<file path="config.mk">
export PLATFORM = sky130hd
export DESIGN_NAME = seg7_scan_capture
export DESIGN_NICKNAME = d
export VERILOG_FILES = /design/src/rtl/seg7_pkg.sv /design/src/rtl/seg7_pattern_decode.sv /design/src/rtl/seg7_scan_capture.sv
export SDC_FILE = /design/constraint.sdc
export NUM_CORES = 1
export LEC_CHECK = 0
export ABC_AREA = 1
export BUFFER_PORTS_ARGS = -buffer_cell sky130_fd_sc_hd__buf_2
export CAP_MARGIN = 10
export CORE_UTILIZATION = 36
export DETAILED_ROUTE_END_ITERATION = 8
export HOLD_SLACK_MARGIN = 0.02
export MAX_ROUTING_LAYER = met4
export PLACE_DENSITY_LB_ADDON = 0.2
export SYNTH_ARGS = -nofsm -noshare
export SYNTH_HDL_FRONTEND = slang
export SYNTH_HIERARCHICAL = 1
export SYNTH_SLANG_ARGS = --single-unit
</file>
<file path="constraint.sdc">
create_clock -name clk -period 7.4 [get_ports clk]
set_input_delay 1.11 -clock clk [delete_from_list [all_inputs] [get_ports clk]]
set_output_delay 1.11 -clock clk [all_outputs]
set_load 0.01 [all_outputs]
</file>
<file path="src/rtl/seg7_pkg.sv">
// Shared definitions for the multiplexed 7-segment capture path:
// digit count, segment bit positions, legal glyph patterns and FSM states.
package seg7_pkg;

    localparam int NUM_DIGITS = 6;

    // Bit positions on the segment bus (1 = lit).
    localparam int SEG_A  = 7;
    localparam int SEG_B  = 6;
    localparam int SEG_C  = 5;
    localparam int SEG_D  = 4;
    localparam int SEG_E  = 3;
    localparam int SEG_F  = 2;
    localparam int SEG_G  = 1;
    localparam int SEG_DP = 0;

    // Glyphs 0..F as full bus values with the decimal point off; index = hex value.
    localparam logic [7:0] SEG_PATTERN [16] = '{
        8'hFC, 8'h60, 8'hDA, 8'hF2, 8'h66, 8'hB6, 8'hBE, 8'hE0,
        8'hFE, 8'hE6, 8'hEE, 8'h3E, 8'h1A, 8'h7A, 8'h9E, 8'h8E
    };

    typedef enum logic [1:0] {
        ST_IDLE   = 2'd0,   // display blanked, no digit enabled
        ST_SETTLE = 2'd1,   // waiting for the sampled value to stay put
        ST_HELD   = 2'd2    // current stable value already handled
    } state_t;

endpackage

</file>
<file path="src/rtl/seg7_pattern_decode.sv">
// Combinational glyph decoder: maps segments a..g to a hex value and
// flags whether the pattern is one of the sixteen legal glyphs.
module seg7_pattern_decode
    import seg7_pkg::*;
(
    input  logic [6:0] seg_i,    // segments a..g (bus bits 7..1)
    output logic [3:0] code_o,
    output logic       match_o
);

    // Search the glyph table; patterns are unique so at most one entry hits.
    always_comb begin
        code_o  = 4'd0;
        match_o = 1'b0;
        for (int i = 0; i < 16; i++) begin
            if (seg_i == SEG_PATTERN[i][7:1]) begin
                code_o  = 4'(i);
                match_o = 1'b1;
            end
        end
    end

endmodule

</file>
<file path="src/rtl/seg7_scan_capture.sv">
// Captures the digits shown on a scanned, multiplexed 7-segment display.
// Inputs are sampled once, then a value must stay unchanged long enough
// before the enabled digit is decoded and stored exactly once.
module seg7_scan_capture
    import seg7_pkg::*;
#(
    parameter int STABLE_CYCLES = 4
) (
    input  logic                    clk,
    input  logic                    rst,
    input  logic [7:0]              seg,
    input  logic [NUM_DIGITS-1:0]   dig,
    output logic [4*NUM_DIGITS-1:0] codes,
    output logic [NUM_DIGITS-1:0]   code_ok,
    output logic [NUM_DIGITS-1:0]   dp,
    output logic                    frame_done,
    output logic                    err
);

    localparam logic [7:0]            CNT_MAX = 8'(STABLE_CYCLES - 1);
    localparam logic [NUM_DIGITS-1:0] ALL_OFF = '1;

    logic [7:0]              seg_q, seg_prev_q;
    logic [NUM_DIGITS-1:0]   dig_q, dig_prev_q;
    logic [7:0]              cnt_q, cnt_d;
    state_t                  state_q, state_d;
    logic [4*NUM_DIGITS-1:0] codes_q, codes_d;
    logic [NUM_DIGITS-1:0]   code_ok_q, code_ok_d;
    logic [NUM_DIGITS-1:0]   dp_q, dp_d;
    logic [NUM_DIGITS-1:0]   seen_q, seen_d;
    logic                    frame_done_q, frame_done_d;
    logic                    err_q, err_d;

    logic                    changed;
    logic [2:0]              low_cnt;
    logic [NUM_DIGITS-1:0]   seen_next;
    logic [3:0]              dec_code;
    logic                    dec_match;

    seg7_pattern_decode u_decode (
        .seg_i   (seg_q[SEG_A:SEG_G]),
        .code_o  (dec_code),
        .match_o (dec_match)
    );

    // Sample stage plus one-deep history used for change detection.
    always_ff @(posedge clk or posedge rst) begin
        if (rst) begin
            seg_q      <= 8'h00;
            dig_q      <= ALL_OFF;
            seg_prev_q <= 8'h00;
            dig_prev_q <= ALL_OFF;
        end else begin
            seg_q      <= seg;
            dig_q      <= dig;
            seg_prev_q <= seg_q;
            dig_prev_q <= dig_q;
        end
    end

    // Control and capture state register.
    always_ff @(posedge clk or posedge rst) begin
        if (rst) begin
            cnt_q        <= 8'd0;
            state_q      <= ST_IDLE;
            codes_q      <= '0;
            code_ok_q    <= '0;
            dp_q         <= '0;
            seen_q       <= '0;
            frame_done_q <= 1'b0;
            err_q        <= 1'b0;
        end else begin
            cnt_q        <= cnt_d;
            state_q      <= state_d;
            codes_q      <= codes_d;
            code_ok_q    <= code_ok_d;
            dp_q         <= dp_d;
            seen_q       <= seen_d;
            frame_done_q <= frame_done_d;
            err_q        <= err_d;
        end
    end

    // Next state: restart settling on any change, capture once when the
    // counter has saturated while still settling.
    always_comb begin
        cnt_d        = cnt_q;
        state_d      = state_q;
        codes_d      = codes_q;
        code_ok_d    = code_ok_q;
        dp_d         = dp_q;
        seen_d       = seen_q;
        frame_done_d = 1'b0;
        err_d        = 1'b0;
        seen_next    = seen_q | ~dig_q;

        changed = ({seg_q, dig_q} != {seg_prev_q, dig_prev_q});
        low_cnt = 3'd0;
        for (int i = 0; i < NUM_DIGITS; i++) begin
            if (!dig_q[i]) begin
                low_cnt = low_cnt + 3'd1;
            end
        end

        if (changed) begin
            cnt_d   = 8'd0;
            state_d = (dig_q == ALL_OFF) ? ST_IDLE : ST_SETTLE;
        end else begin
            if (cnt_q != CNT_MAX) begin
                cnt_d = cnt_q + 8'd1;
            end
            if (state_q == ST_SETTLE && cnt_q == CNT_MAX) begin
                state_d = ST_HELD;
                if (low_cnt == 3'd1) begin
                    for (int i = 0; i < NUM_DIGITS; i++) begin
                        if (!dig_q[i]) begin
                            codes_d[4*i +: 4] = dec_match ? dec_code : 4'd0;
                            code_ok_d[i]      = dec_match;
                            dp_d[i]           = seg_q[SEG_DP];
                        end
                    end
                    err_d = !dec_match;
                    if (seen_next == ALL_OFF) begin
                        frame_done_d = 1'b1;
                        seen_d       = '0;
                    end else begin
                        seen_d = seen_next;
                    end
                end else begin
                    // Ghosting: several digits enabled at once is unreadable.
                    err_d = 1'b1;
                end
            end
        end
    end

    assign codes      = codes_q;
    assign code_ok    = code_ok_q;
    assign dp         = dp_q;
    assign frame_done = frame_done_q;
    assign err        = err_q;

endmodule

</file>
# Yosys cells after proc, flatten, opt, wreduce, memory -nomap -nowiden
# Cells that the tools add are included.
[word_totals]
ff_bits = 82
inputBits = 16
elab_cells = 127
[op_classes]
add_sub_neg = 6
n_eq_ne = 23
muxes = 51
n_bitwise = 9
n_reduce_logical = 11
[ops]
columns = ["cell", "n"]
rows = [
  ["$eq A7 B7 Y1 const B", 11],
  ["$mux W4", 9],
  ["$mux W3", 9],
  ["$mux W1", 26],
  ["$reduce_and A4 Y1", 6],
  ["$eq A7 B6 Y1 const B", 3],
  ["$mux W8", 2],
  ["$add A3 B1 Y3 const B", 5],
  ["$ne A14 B14 Y1", 1],
  ["$eq A6 B6 Y1 const B", 2],
  ["$add A8 B1 Y8 const B", 1],
  ["$eq A8 B2 Y1 const B", 1],
  ["$mux W2", 4],
  ["$ne A8 B2 Y1 const B", 1],
  ["$eq A7 B4 Y1 const B", 1],
  ["$eq A7 B5 Y1 const B", 1],
  ["$not A1 Y1", 7],
  ["$mux W6", 1],
  ["$not A6 Y6", 1],
  ["$or A6 B6 Y6", 1],
  ["$reduce_bool A2 Y1", 2],
  ["$eq A3 B1 Y1 const B", 1],
  ["$reduce_and A3 Y1", 1],
  ["$eq A2 B1 Y1 const B", 1],
  ["2 further kinds", 2],
]

# Logic depth before layout (Yosys ltp)
# Gate-level depths: netlist of the first run.
[depth]
ltp_word = 21
depth_mapped = 25
ltp_nobuf = 24

# Hierarchy
# The synthesis of the first run kept the hierarchy.
[modules_own_cells]
columns = ["mod", "n_inst", "cells_each", "area_each_um2", "seq_area_each_um2"]
rows = [
  ["seg7_scan_capture", 1, 429, 3678.5, 2067.0],
  ["seg7_pattern_decode", 1, 62, 304.0, 0.0],
]

# Worst setup path after synthesis of the first run
# No wires, ideal clock.
[synth_timing]
kind = "flip-flop to flip-flop"
start = "reg dig_q[0]"
end = "reg seen_q[0]"
arrival_ns = 3.474
required_ns = 7.283
setup_slack_ns = 3.809
path_stages_with_launch = 25
period_less_slack_ns = 3.591
cell_sequence = "dfstp_2 > inv_1 > buf_2 > ha_1 > inv_1 > nand2_2 > nand2_1 > ha_1 > nand2_1 > nand2_1 > ha_1 > or2_2 > nand2_1 > inv_1 > ha_1 > inv_1 > nor2_1 > xnor2_1 > nand2_1 > nand2_1 > nand3_2 > inv_2 > nand2_1 > nand2_1 > nand2_1"
[synth_via]
elab_chain_cells = 13
[synth_rtl]
columns = ["element", "line_no", "source"]
rows = [
  ["start, declared", "seg7_scan_capture.sv:24", "logic [NUM_DIGITS-1:0] dig_q, dig_prev_q;"],
  ["start signal, assigned", "seg7_scan_capture.sv:55", "dig_q <= dig;"],
  ["$mux W1", "seg7_scan_capture.sv:100", "if (!dig_q[i]) begin"],
  ["$add A3 B1 Y3", "seg7_scan_capture.sv:101", "low_cnt = low_cnt + 3'd1;"],
  ["$mux W3", "seg7_scan_capture.sv:100", ""],
  ["$add A3 B1 Y3", "seg7_scan_capture.sv:101", ""],
  ["$mux W3", "seg7_scan_capture.sv:100", ""],
  ["$add A3 B1 Y3", "seg7_scan_capture.sv:101", ""],
  ["$mux W3", "seg7_scan_capture.sv:100", ""],
  ["$add A3 B1 Y3", "seg7_scan_capture.sv:101", ""],
  ["$mux W3", "seg7_scan_capture.sv:100", ""],
  ["$add A3 B1 Y3", "seg7_scan_capture.sv:101", ""],
  ["$mux W3", "seg7_scan_capture.sv:100", ""],
  ["$eq A3 B1 Y1", "seg7_scan_capture.sv:114", "if (low_cnt == 3'd1) begin"],
  ["$reduce_and A3 Y1 (no line)", "-", ""],
  ["end signal, assigned", "seg7_scan_capture.sv:78", "seen_q <= seen_d;"],
  ["end, declared", "seg7_scan_capture.sv:30", "logic [NUM_DIGITS-1:0] seen_q, seen_d;"],
]
# Several ways; a longest one is shown, not always the timed one.
# A chain may end at the register's enable or synchronous reset.

# Final worst setup path of the first run
[layout_timing]
start = "reg dig_q[0]"
end = "reg codes_q[15], in the netlist codes[15]"
[layout_via]
elab_chain_cells = 13
[layout_rtl]
columns = ["element", "line_no", "source"]
rows = [
  ["$mux W1", "seg7_scan_capture.sv:100", ""],
  ["$add A3 B1 Y3", "seg7_scan_capture.sv:101", ""],
  ["$mux W3", "seg7_scan_capture.sv:100", ""],
  ["$add A3 B1 Y3", "seg7_scan_capture.sv:101", ""],
  ["$mux W3", "seg7_scan_capture.sv:100", ""],
  ["$add A3 B1 Y3", "seg7_scan_capture.sv:101", ""],
  ["$mux W3", "seg7_scan_capture.sv:100", ""],
  ["$add A3 B1 Y3", "seg7_scan_capture.sv:101", ""],
  ["$mux W3", "seg7_scan_capture.sv:100", ""],
  ["$add A3 B1 Y3", "seg7_scan_capture.sv:101", ""],
  ["$mux W3", "seg7_scan_capture.sv:100", ""],
  ["$eq A3 B1 Y1", "seg7_scan_capture.sv:114", ""],
  ["$reduce_and A4 Y1 (no line) *", "-", ""],
  ["end signal, assigned", "seg7_scan_capture.sv:75", "codes_q <= codes_d;"],
  ["end, declared", "seg7_scan_capture.sv:27", "logic [4*NUM_DIGITS-1:0] codes_q, codes_d;"],
]
# Every way passes the cells marked *; elsewhere a longest branch is shown, timed or not.

==> results of run 1 <==
==> power groups by stage <==
stage                     Sequential, mW  Clock [mW]  Combinational, mW
after floorplan                    0.474           0             0.0592
after global placement             0.477           0             0.0743
after detailed placement           0.478           0             0.0758
after CTS                          0.469       0.375             0.0759
after global routing               0.471       0.394             0.0870
final                              0.469       0.363             0.0743
==> critical path: cells and delay by family (launching register included) <==
kind | cells | cell delay, ps
flops | 1 | 560
buf+inv | 4 | 350
fa+ha+maj | 4 | 1100
simple gates | 13 | 1820
xor+xnor | 1 | 180
==> sequential cells by signal (all words and copies together) (netlist names) <==
signal,count
frame_done,1
seen_q,6
codes,24
state_q,2
dp,6
seg_prev_q,8
dig_prev_q,6
seg_q,8
code_ok,6
err,1
dig_q,6
cnt_q,8
==> metal layers <==
layer | part of all wire, % | vias up | global-route usage (%) | routed length [µm]
li1 | - | 1678 | - | -
met1 | 46 | 1508 | 20.8 | 4000
met2 | 49 | 56 | 28.4 | 4260
met3 | 3.8 | 11 | 3.65 | 327
met4 | 1.2 | 0 | 5.77 | 106
met5 | 0 | - | - | 0
==> layout by cell type, fill, tap and decap left out, types with 3 or more instances in the layout <==
master,netlist,final
nand2_1,164,164
nand4_1,13,13
nor3b_1,3,3
xor2_1,3,3
dfrtp_1,70,70
nand2_2,4,4
inv_2,9,9
buf_2,7,53
a21oi_1,6,6
nor3_1,5,5
o22ai_1,3,3
dfstp_2,12,12
nand3_1,67,67
inv_1,44,43
clkbuf_8,0,10
o21ai_0,5,5
nor2_1,42,42
nor2_2,4,4
ha_1,6,6
==> metrics by stage <==
stage | setup slack (ps) | cell area [µm²] | instances | hold slack, ps | utilization, %
2_1_floorplan | 3810 | 3980 | 491 | 349 | -
3_3_place_gp | 3430 | 4360 | 674 | 372 | 40.4
3_5_place_dp | 3340 | 4360 | 674 | 377 | 40.4
4_1_cts | 3320 | 4590 | 690 | 388 | 42.5
5_1_grt | 2890 | 4590 | 690 | 394 | 42.5
6_report | 3320 | 4590 | 690 | 385 | 42.5
==> kinds of logic after synthesis <==
group	share of synthesized area [%]
and+or+nand+nor	35.3
DFF	51.9
buffers and inverters	7.07
xor gates and xnor gates	1.10
adders and majority gates	1.88
AOI/OAI and AO/OA	2.73
==> worst max-delay path by stage <==
| stage | to | slack [ps] | cells after the start |
|---|---|---|---|
| after floorplan | seen_q[0] | 3810 | 24 |
| after global placement | codes[4] | 3430 | 22 |
| after detailed placement | codes[15] | 3340 | 22 |
| after CTS | codes[15] | 3320 | 22 |
| after global routing | codes[16] | 2890 | 22 |
| final | codes[15] | 3320 | 22 |
==> cell type report <==
cell class                      instances  area (µm²)  area share [%]
Sequential cell                        82        2070            45.1
Multi-Input combinational cell        343        1630            35.6
Timing Repair Buffer                   54         273            5.95
Inverter                               55         210            4.58
Tap cell                              140         175            3.82
Clock buffer                           10         138            3.00
Clock inverter                          6        90.1            1.96
==> impl_metrics.tcl, run 1 <==
set metrics [dict create \
    yosys.area.top_type "dfrtp_1" \
    dieHeight_um 107 \
    period_needed_ps 4080 \
    hold_buffers 0 \
    synth_cells 491 \
    p_leak_nw 2.62 \
    core-area_mm2 0.0108 \
    finalSetupViolCount 0 \
    synth_warnings 6 \
    cts_buffers 9 \
    initial_core_util_pct 36.9 \
    grt_setup_unrepaired "false" \
    crit_chain "inv_1, ha_1, inv_1, nand2_2, nand2_1, ha_1, nand2_1, nand2_1, ha_1, or2_2, nand2_1, inv_1, ha_1, inv_1, nor2_1, xnor2_1, nand2_1, nand2_1, nand3_2, nor2_8, nand3_1, nand2_1" \
    gp_congestion 0.861 \
    synth.cell_area_mm2 0.00398 \
    hold_violations 0 \
    dr.pass1.iters 4 \
    synth.distinct_cells 34 \
    clock.fmax_ghz 0.245 \
    ys_async_sr_fraction_pct 100 \
    yosysMostFrequentCell "nand2_1" \
    slew_headroom_pct 31.9 \
    routed_wl_um 8700 \
    r2r_cells 22 \
    ios 54 \
    worst_pin_slew_ps 1020 \
    drive_above_1_share_pct 20.2 \
    nets 567 \
    p_comb_share_pct 8.2 \
    grt_pass1_vias 3187 \
    final_max_slew_viol_count 0 \
    yosysSeqAreaShare_pct 51.9 \
    r2r-end "codes[15]" \
    die_x_um 107 \
    avgSynthCellArea_um2 8.11 \
    cts_tree "built" \
    switching_share_pct 24.9 \
    grt_use_total_pct 17.1 \
    clock_skew_ps 12.8 \
    insertedDiodeCount 0 \
    synth_flop_cell "dfrtp_1" \
    clk_pin_slew_ps 80 \
    worstPathRequired_ps 7680 \
    hold_path.startpoint "dig_q[1]" \
    clockPowerShare_pct 40.1 \
    crit_path_end_kind "flip-flop" \
    port_buffers 53 \
    cts_resized 0 \
    grt_remaining_overflow 0 \
    intPower_uw 680 \
    die-area_mm2 0.0115 \
    synth_top_cell_area_share_pct 44.0 \
    cap_violations 0 \
    wl_per_cell_um 12.6 \
    reg2reg_from "dig_q[0]" \
    hpwl_um 6140 \
    syn_nets 513 \
    whs_endpoint "dig_prev_q[1]" \
    post_cts_buffers 0 \
    drtIter0Drc 194 \
    p_sw_uw 226 \
    ys_seq_elements 82 \
    crit_path_start_kind "flip-flop" \
    worstPathArrival_ps 4360 \
    p_per_area_mw_per_mm2 198 \
    root_buffer "clkbuf_8" \
    synth-edff-count 0 \
    outcome "finished clean" \
    critPathLaunch "dig_q[0]" \
    fillers 1080 \
    power.total_uw 906 \
    clock_latency_ps 350 \
    grt_max_degree 83 \
    min_path_cells 0 \
    hold_path_class "flip-flop to flip-flop" \
    dr_total_vias 3253 \
    setup_tns_ps 0 \
    cpMaxStageDelayCell "dfstp_2" \
    syn_to_final_growth_pct 15.2 \
    path_max_fanout 36 \
    avgViaCountPerCell 4.71 \
    cts_sinks 82 \
    crit_top_cell "nand2_1" \
    criticalPathCategory "flip-flop to flip-flop" \
    cts_buffer_depth 2 \
    htree_levels 3 \
    reg2reg_slack_ps 3320 \
    ir_worst_vdd_uv 115 \
    antenna_found_initial 0 \
    max_stage_delay_ps 560 \
    grt_first_pass_wirelength_um 14800 \
    p_seq_share_pct 51.7 \
    ant_nets 0 \
    synthTopCellsByCount "nand2_1 (164), dfrtp_1 (70), nand3_1 (67)" \
    synthTopCellsByArea "dfrtp_1 (44%), nand2_1 (15%), nand3_1 (8.4%)" \
    drcViolationCount 0 \
    row_count 38 \
    fin_crit_sh_pct 55.2 \
]
(Power assumes the default switching activity.)
==> run 2, diff against run 1 <==
- clock period: 7.4 -> 4.2 ns (I/O delays scaled with it)
==> run 2 against run 1 <==
  * Largest power group unchanged
  * Total power up 76%
  * Die area unchanged
  * Wire length up 6.3%
  * Cell area up 0.98%
  * Critical path depth up 1
  * Global-route usage up 0.81 points
  * Critical endpoint is now seen_q[3]
==> impl_metrics.tcl, run 2 (same netlist as run 1, synthesis figures left out) <==
set metrics [dict create \
    outcome "finished clean" \
    grt_use_total_pct 18.0 \
    clock_latency_ps 360 \
    die_x_um 107 \
    layout.cells.most_common "nand2_1" \
    clock.fmax_ghz 0.261 \
    path_max_fanout 8 \
    initial_core_util_pct 36.9 \
    dpl_cell_area_mm2 0.00437 \
    insertedDiodeCount 0 \
    worst_pin_slew_ps 966 \
    worstPathArrival_ps 4080 \
    utilization_pct 42.9 \
    drive_above_1_share_pct 20.4 \
    setup_tns_ps 0 \
    p_per_area_mw_per_mm2 344 \
    hold_violations 0 \
    grt_first_pass_wirelength_um 15400 \
    ir_worst_vdd_uv 220 \
    dr_total_vias 3370 \
    criticalPathCategory "flip-flop to flip-flop" \
    seq_area_mm2 0.00207 \
    port_buffers 53 \
    period_needed_ps 3820 \
    grt_setup_unrepaired "false" \
    gp_congestion 0.786 \
    root_buffer "clkbuf_8" \
    fillers 1061 \
    syn_to_final_growth_pct 16.3 \
    cap_violations 0 \
    finalSetupViolCount 0 \
    core-area_mm2 0.0108 \
    ant_nets 0 \
    worstPathRequired_ps 4450 \
    hold_path_class "input port to flip-flop" \
    fin_area_mm2 0.00463 \
    row_count 38 \
    final_cell_mix "nand2_1 (164), dfrtp_1 (70), nand3_1 (67)" \
    largest_reg_flops 24 \
    drcViolationCount 0 \
    multiInputGateArea_mm2 0.00165 \
    wl_per_cell_um 13.3 \
    dieHeight_um 107 \
    drtIter0Drc 220 \
    antenna_found_initial 0 \
    dr.pass1.iters 4 \
    nets 571 \
    cts_buffers 9 \
    final_max_slew_viol_count 0 \
    dp_slack_ps 304 \
    hold_slack_ps 370 \
    clk_pin_slew_ps 80 \
    die-area_mm2 0.0115 \
    ios 54 \
    routed_wl_um 9240 \
    cts_buffer_depth 2 \
    grt_max_degree 57 \
    crit_path_start_kind "flip-flop" \
    slew_headroom_pct 35.6 \
    fin_ws_ps 375 \
    hpwl_um 6480 \
    fin_crit_sh_pct 91.1 \
    p_leak_nw 2.64 \
    cts_tree "built" \
    clock_skew_ps 16.8 \
    grt_remaining_overflow 0 \
    crit_path_end_kind "flip-flop" \
    htree_levels 3 \
    grt_pass1_vias 3269 \
    cts_sinks 82 \
    avgViaCountPerCell 4.86 \
]
## run 2: per-layer routing
layer	GRT usage, %	share of wire [%]	up-vias
li1	-	-	1683
met1	21.3	45	1595
met2	30.0	50	81
met3	4.26	4.5	11
met4	5.97	1.4	0
met5	-	0	-
## run 2: worst max-delay path, cell delays in order (launching register included)
cell and delay [ps]:
dfstp_2 570, inv_1 60, ha_1 330, inv_1 80
nand2_2 70, nand2_1 70, ha_1 300, nand2_1 80
nand2_1 60, ha_1 260, or2_2 270, nand2_1 110
inv_1 50, ha_1 170, inv_1 50, nor2_1 40
xnor2_1 170, nand2_1 70, nand2_1 240, nand3_4 180
inv_2 160, nand2_1 160, nand2_1 110, nand2_1 50
## run 2: path summary, 6_finish.rpt
| kind | start | endpoint | slack [ps] | depth (start not counted) |
|---|---|---|---|---|
| worst max-delay path | dig_q[1] | seen_q[3] | 380 | 23 |
| worst min-delay path | dig[5] | dig_q[5] | 370 | 1 |
| worst max register to register | dig_q[1] | seen_q[3] | 380 | 23 |
| worst min register to register | dig_q[0] | dig_prev_q[0] | 390 | 0 |
| max in group asynchronous | rst | dig_prev_q[2] | 2830 | 3 |
| min in group asynchronous | rst | seg_q[2] | 450 | 2 |
## run 2: what timing repair did
action | 4_1_cts | 5_1_grt
endpoints found under the hold margin | 0 | 0
hold buffers | 0 | 0
setup endpoints to repair | 0 | 36
gates resized for setup | 0 | 1
setup buffers | 0 | 1
## run 2: per-stage QoR
| stage | std cells | total power, mW |
|---|---|---|
| global placement | 676 | 0.974 |
| global route | 694 | 1.67 |
| CTS | 692 | 1.61 |
| floorplan | 491 | 0.939 |
| finish | 694 | 1.60 |
| detailed placement | 676 | 0.979 |
## run 2: area by class of cell
| class | count | area share [%] |
|---|---|---|
| inverters | 55 | 4.54 |
| multi-input cells | 344 | 35.7 |
| flip-flops and latches | 82 | 44.6 |
| clock inverters | 5 | 1.67 |
| well taps | 140 | 3.78 |
| clock buffers | 11 | 3.05 |
| repair buffers | 57 | 6.65 |
## run 2: where the power goes
group	internal, mW	total (mW)	switching [mW]
clock	0.349	0.628	0.279
sequential	0.808	0.826	0.0187
combinational	0.0419	0.141	0.0990
total	1.20	1.60	0.396
==> run 3, diff against run 2 <==
- ABC_AREA: 1 -> default
- ABC_CLOCK_PERIOD_IN_PS: default -> 4200
- SYNTH_HIERARCHICAL: 1 -> default
==> run 3 against run 2 <==
  * Sequential power increased by 0.5%
  * Wire length decreased by 12%
  * Hold slack got worse by 9.4 ps
  * Critical endpoint is now dp[4]
  * Clock power fell by 7.8%
  * Global-route usage is 1.9 points lower
  * Area after synthesis is 1.7% lower
  * Critical path depth is 6 lower
  * Flip-flop and latch count unchanged
  * Clock skew up 3.7 ps
==> impl_metrics.tcl, run 3 <==
set metrics [dict create \
    clock.fmax_ghz 0.250 \
    cts_sinks 82 \
    grt_use_total_pct 16.0 \
    fin_crit_sh_pct 95.4 \
    grt_busiest_layer "met2" \
    syn_nets 344 \
    intPower_mw 1.12 \
    outcome "finished clean" \
    core-area_mm2 0.0104 \
    grt_pass1_vias 2623 \
    hpwl_um 5570 \
    synth_flop_cell "dfrtp_1" \
    worstPathArrival_ps 4250 \
    max_stage_delay_ps 600 \
    crit_path_start_kind "flip-flop" \
    ant_nets 0 \
    dr.pass1.iters 4 \
    p_per_area_mw_per_mm2 336 \
    finalSetupViolCount 0 \
    clock_latency_ps 370 \
    initial_core_util_pct 37.6 \
    p_seq_share_pct 52.3 \
    synthTopCellsByArea "dfrtp_1 (45%), mux2i_1 (8.4%), dfstp_2 (8.1%)" \
    path_max_fanout 8 \
    dpl_cell_area_mm2 0.00440 \
    cts_buffer_depth 2 \
    crit_buf_inv 3 \
    worstPathRequired_ps 4440 \
    dieHeight_um 106 \
    cp_top_family "adder cells" \
    grt_remaining_overflow 0 \
    hold_path_class "input port to flip-flop" \
    synthTopCellsByCount "dfrtp_1 (70), inv_1 (36), mux2i_1 (33)" \
    synth.distinct_cells 54 \
    largest_reg_flops 24 \
    crit_path_end_kind "flip-flop" \
    clock_skew_ps 20.5 \
    die-area_mm2 0.0113 \
    dp_cells 513 \
    grtUsageMet2_pct 24.6 \
    synth_warnings 0 \
    syn_to_final_growth_pct 20.7 \
    avgViaCountPerCell 4.85 \
    criticalPathCategory "flip-flop to flip-flop" \
    nets 419 \
    slew_headroom_pct 32.5 \
    layout.cells.most_common "dfrtp_1" \
    period_needed_ps 4000 \
    cpMaxStageDelayCell "dfstp_2" \
    yosysSeqAreaShare_pct 52.8 \
    p_comb_share_pct 11.3 \
    wl_per_cell_um 15.2 \
    ys_seq_elements 82 \
    clk_pin_slew_ps 100 \
    clockPowerShare_pct 36.4 \
    antenna_found_initial 0 \
    p_sw_uw 470 \
    worst_pin_slew_ps 1010 \
    port_buffers 53 \
    grt_first_pass_wirelength_um 13600 \
    root_buffer "clkbuf_8" \
    met1_usage_pct 21.2 \
    htree_levels 3 \
    cts_buffers 9 \
    final_cell_mix "dfrtp_1 (70), buf_2 (53), inv_1 (34)" \
    synth.cell_area_mm2 0.00392 \
    fin_area_mm2 0.00473 \
    row_count 37 \
    yosys.area.top_type "dfrtp_1" \
    ios 54 \
    final_max_slew_viol_count 0 \
    crit_chain "inv_2, ha_4, mux2i_2, inv_1, ha_1, nor2b_1, a21o_1, ha_1, mux2i_1, o21ai_1, ha_1, nor2b_1, xnor2_2, xnor2_4, a2111oi_4, buf_4, mux2_4" \
    cap_violations 0 \
    switching_share_pct 29.5 \
    grt_max_degree 60 \
    cts_tree "built" \
    die_x_um 106 \
    drcViolationCount 0 \
    avgSynthCellArea_um2 12.2 \
    synth_top_cell_area_share_pct 44.7 \
    routed_wl_um 8140 \
    yosysMostFrequentCell "dfrtp_1" \
    drive_above_1_share_pct 33.2 \
    insertedDiodeCount 0 \
    synth-edff-count 0 \
    fin_cells 537 \
    hold_violations 0 \
    drtIter0Drc 76 \
    p_leak_nw 2.12 \
    ys_async_sr_fraction_pct 100 \
    ir_worst_vdd_uv 177 \
    crit_top_cell "ha_1" \
    dr_total_vias 2603 \
    synth_cells 321 \
    met3_usage_pct 4.66 \
    gp_congestion 0.765 \
]
[run 3: cell types whose count changed in the layout (fill, tap and decap cells not counted), sizes merged, moves of 7 or more]
cell / previous run / this run
nand3: 69 / 8
or3: 0 / 7
buf: 57 / 77
a2111oi: 0 / 7
inv: 53 / 40
nand4: 13 / 5
nand2: 169 / 8
mux2i: 0 / 33
xor2: 3 / 20
mux2: 0 / 7
nor2: 49 / 13
nor2b: 0 / 7
[run 3: final cells by class]
| cell class | count | area [µm²] |
|---|---|---|
| fill | 982 | 5690 |
| clock buffer | 9 | 124 |
| tap | 136 | 170 |
| sequential | 82 | 2070 |
| multi-input combinational | 189 | 1690 |
| timing repair buffer | 77 | 457 |
| clock inverter | 7 | 81.3 |
| inverter | 37 | 140 |
[run 3: final timing paths]
path	startpoint	endpoint	slack (ps)	cells after the start
worst max-delay path	dig_q[1]	dp[4]	200	17
worst min-delay path	dig[5]	dig_q[5]	360	1
worst max register to register	dig_q[1]	dp[4]	200	17
worst min register to register	dig_q[1]	dig_prev_q[1]	420	0
max in group asynchronous	rst	err	2840	3
min in group asynchronous	rst	codes[8]	470	2
[run 3: metal layers]
layer	wire length, µm	vias up	part of all wire (%)
met3	275	10	3.4
met1	3880	1285	48
li1	-	1255	-
met4	91	0	1.1
met5	0	-	0
met2	3890	53	48
[run 3: worst register-to-register path, delay by kind of cell (launching register included)]
| kind | cells | cell delay [ps] |
|---|---|---|
| adder cells (fa/ha/maj) | 4 | 900 |
| AND/OR/NAND/NOR | 2 | 300 |
| multiplexers | 3 | 630 |
| buffers and inverters | 3 | 340 |
| XOR/XNOR | 2 | 500 |
| flip-flops | 1 | 600 |
| AO/OA/AOI/OAI | 3 | 640 |
[run 3: per-stage QoR]
step | total power, mW | hold slack [ps] | util [%] | worst slack [ps] | setup TNS [ps]
floorplan | 0.963 | 352 | - | 120 | 0
global placement | 0.998 | 392 | 42.3 | 18.1 | 0
detailed placement | 1.00 | 400 | 42.3 | -51.2 | -310
CTS | 1.60 | 338 | 44.6 | 24.8 | 0
global route | 1.67 | 327 | 45.4 | -45.6 | -70.1
finish | 1.59 | 360 | 45.4 | 195 | 0
[run 3: cell families (layout without fill, tap and decap cells)]
| kind of cell | after synthesis | count (layout) | synth area share, % |
|---|---|---|---|
| buf+inv | 50 | 130 | 5.30 |
| simple gates | 77 | 77 | 11.3 |
| compound gates | 37 | 37 | 10.4 |
| xor+xnor | 28 | 28 | 7.00 |
| fa+ha+maj | 7 | 7 | 2.24 |
| mux | 40 | 40 | 11.0 |
| flops | 82 | 82 | 52.8 |
[run 3: timing repair]
| item | CTS | global route |
|---|---|---|
| hold buffers | 0 | 0 |
| buffers inserted | 3 | 5 |
| pin swaps | 2 | 5 |
| gates resized for setup | 1 | 9 |
| endpoints found under the setup margin | 17 | 42 |
[run 3: power by group through the flow]
stage	clock, mW	sequential [mW]	combinational [mW]
floorplan	0	0.832	0.131
global placement	0	0.845	0.153
detailed placement	0	0.845	0.156
CTS	0.606	0.831	0.163
global route	0.636	0.834	0.198
finish	0.579	0.830	0.180
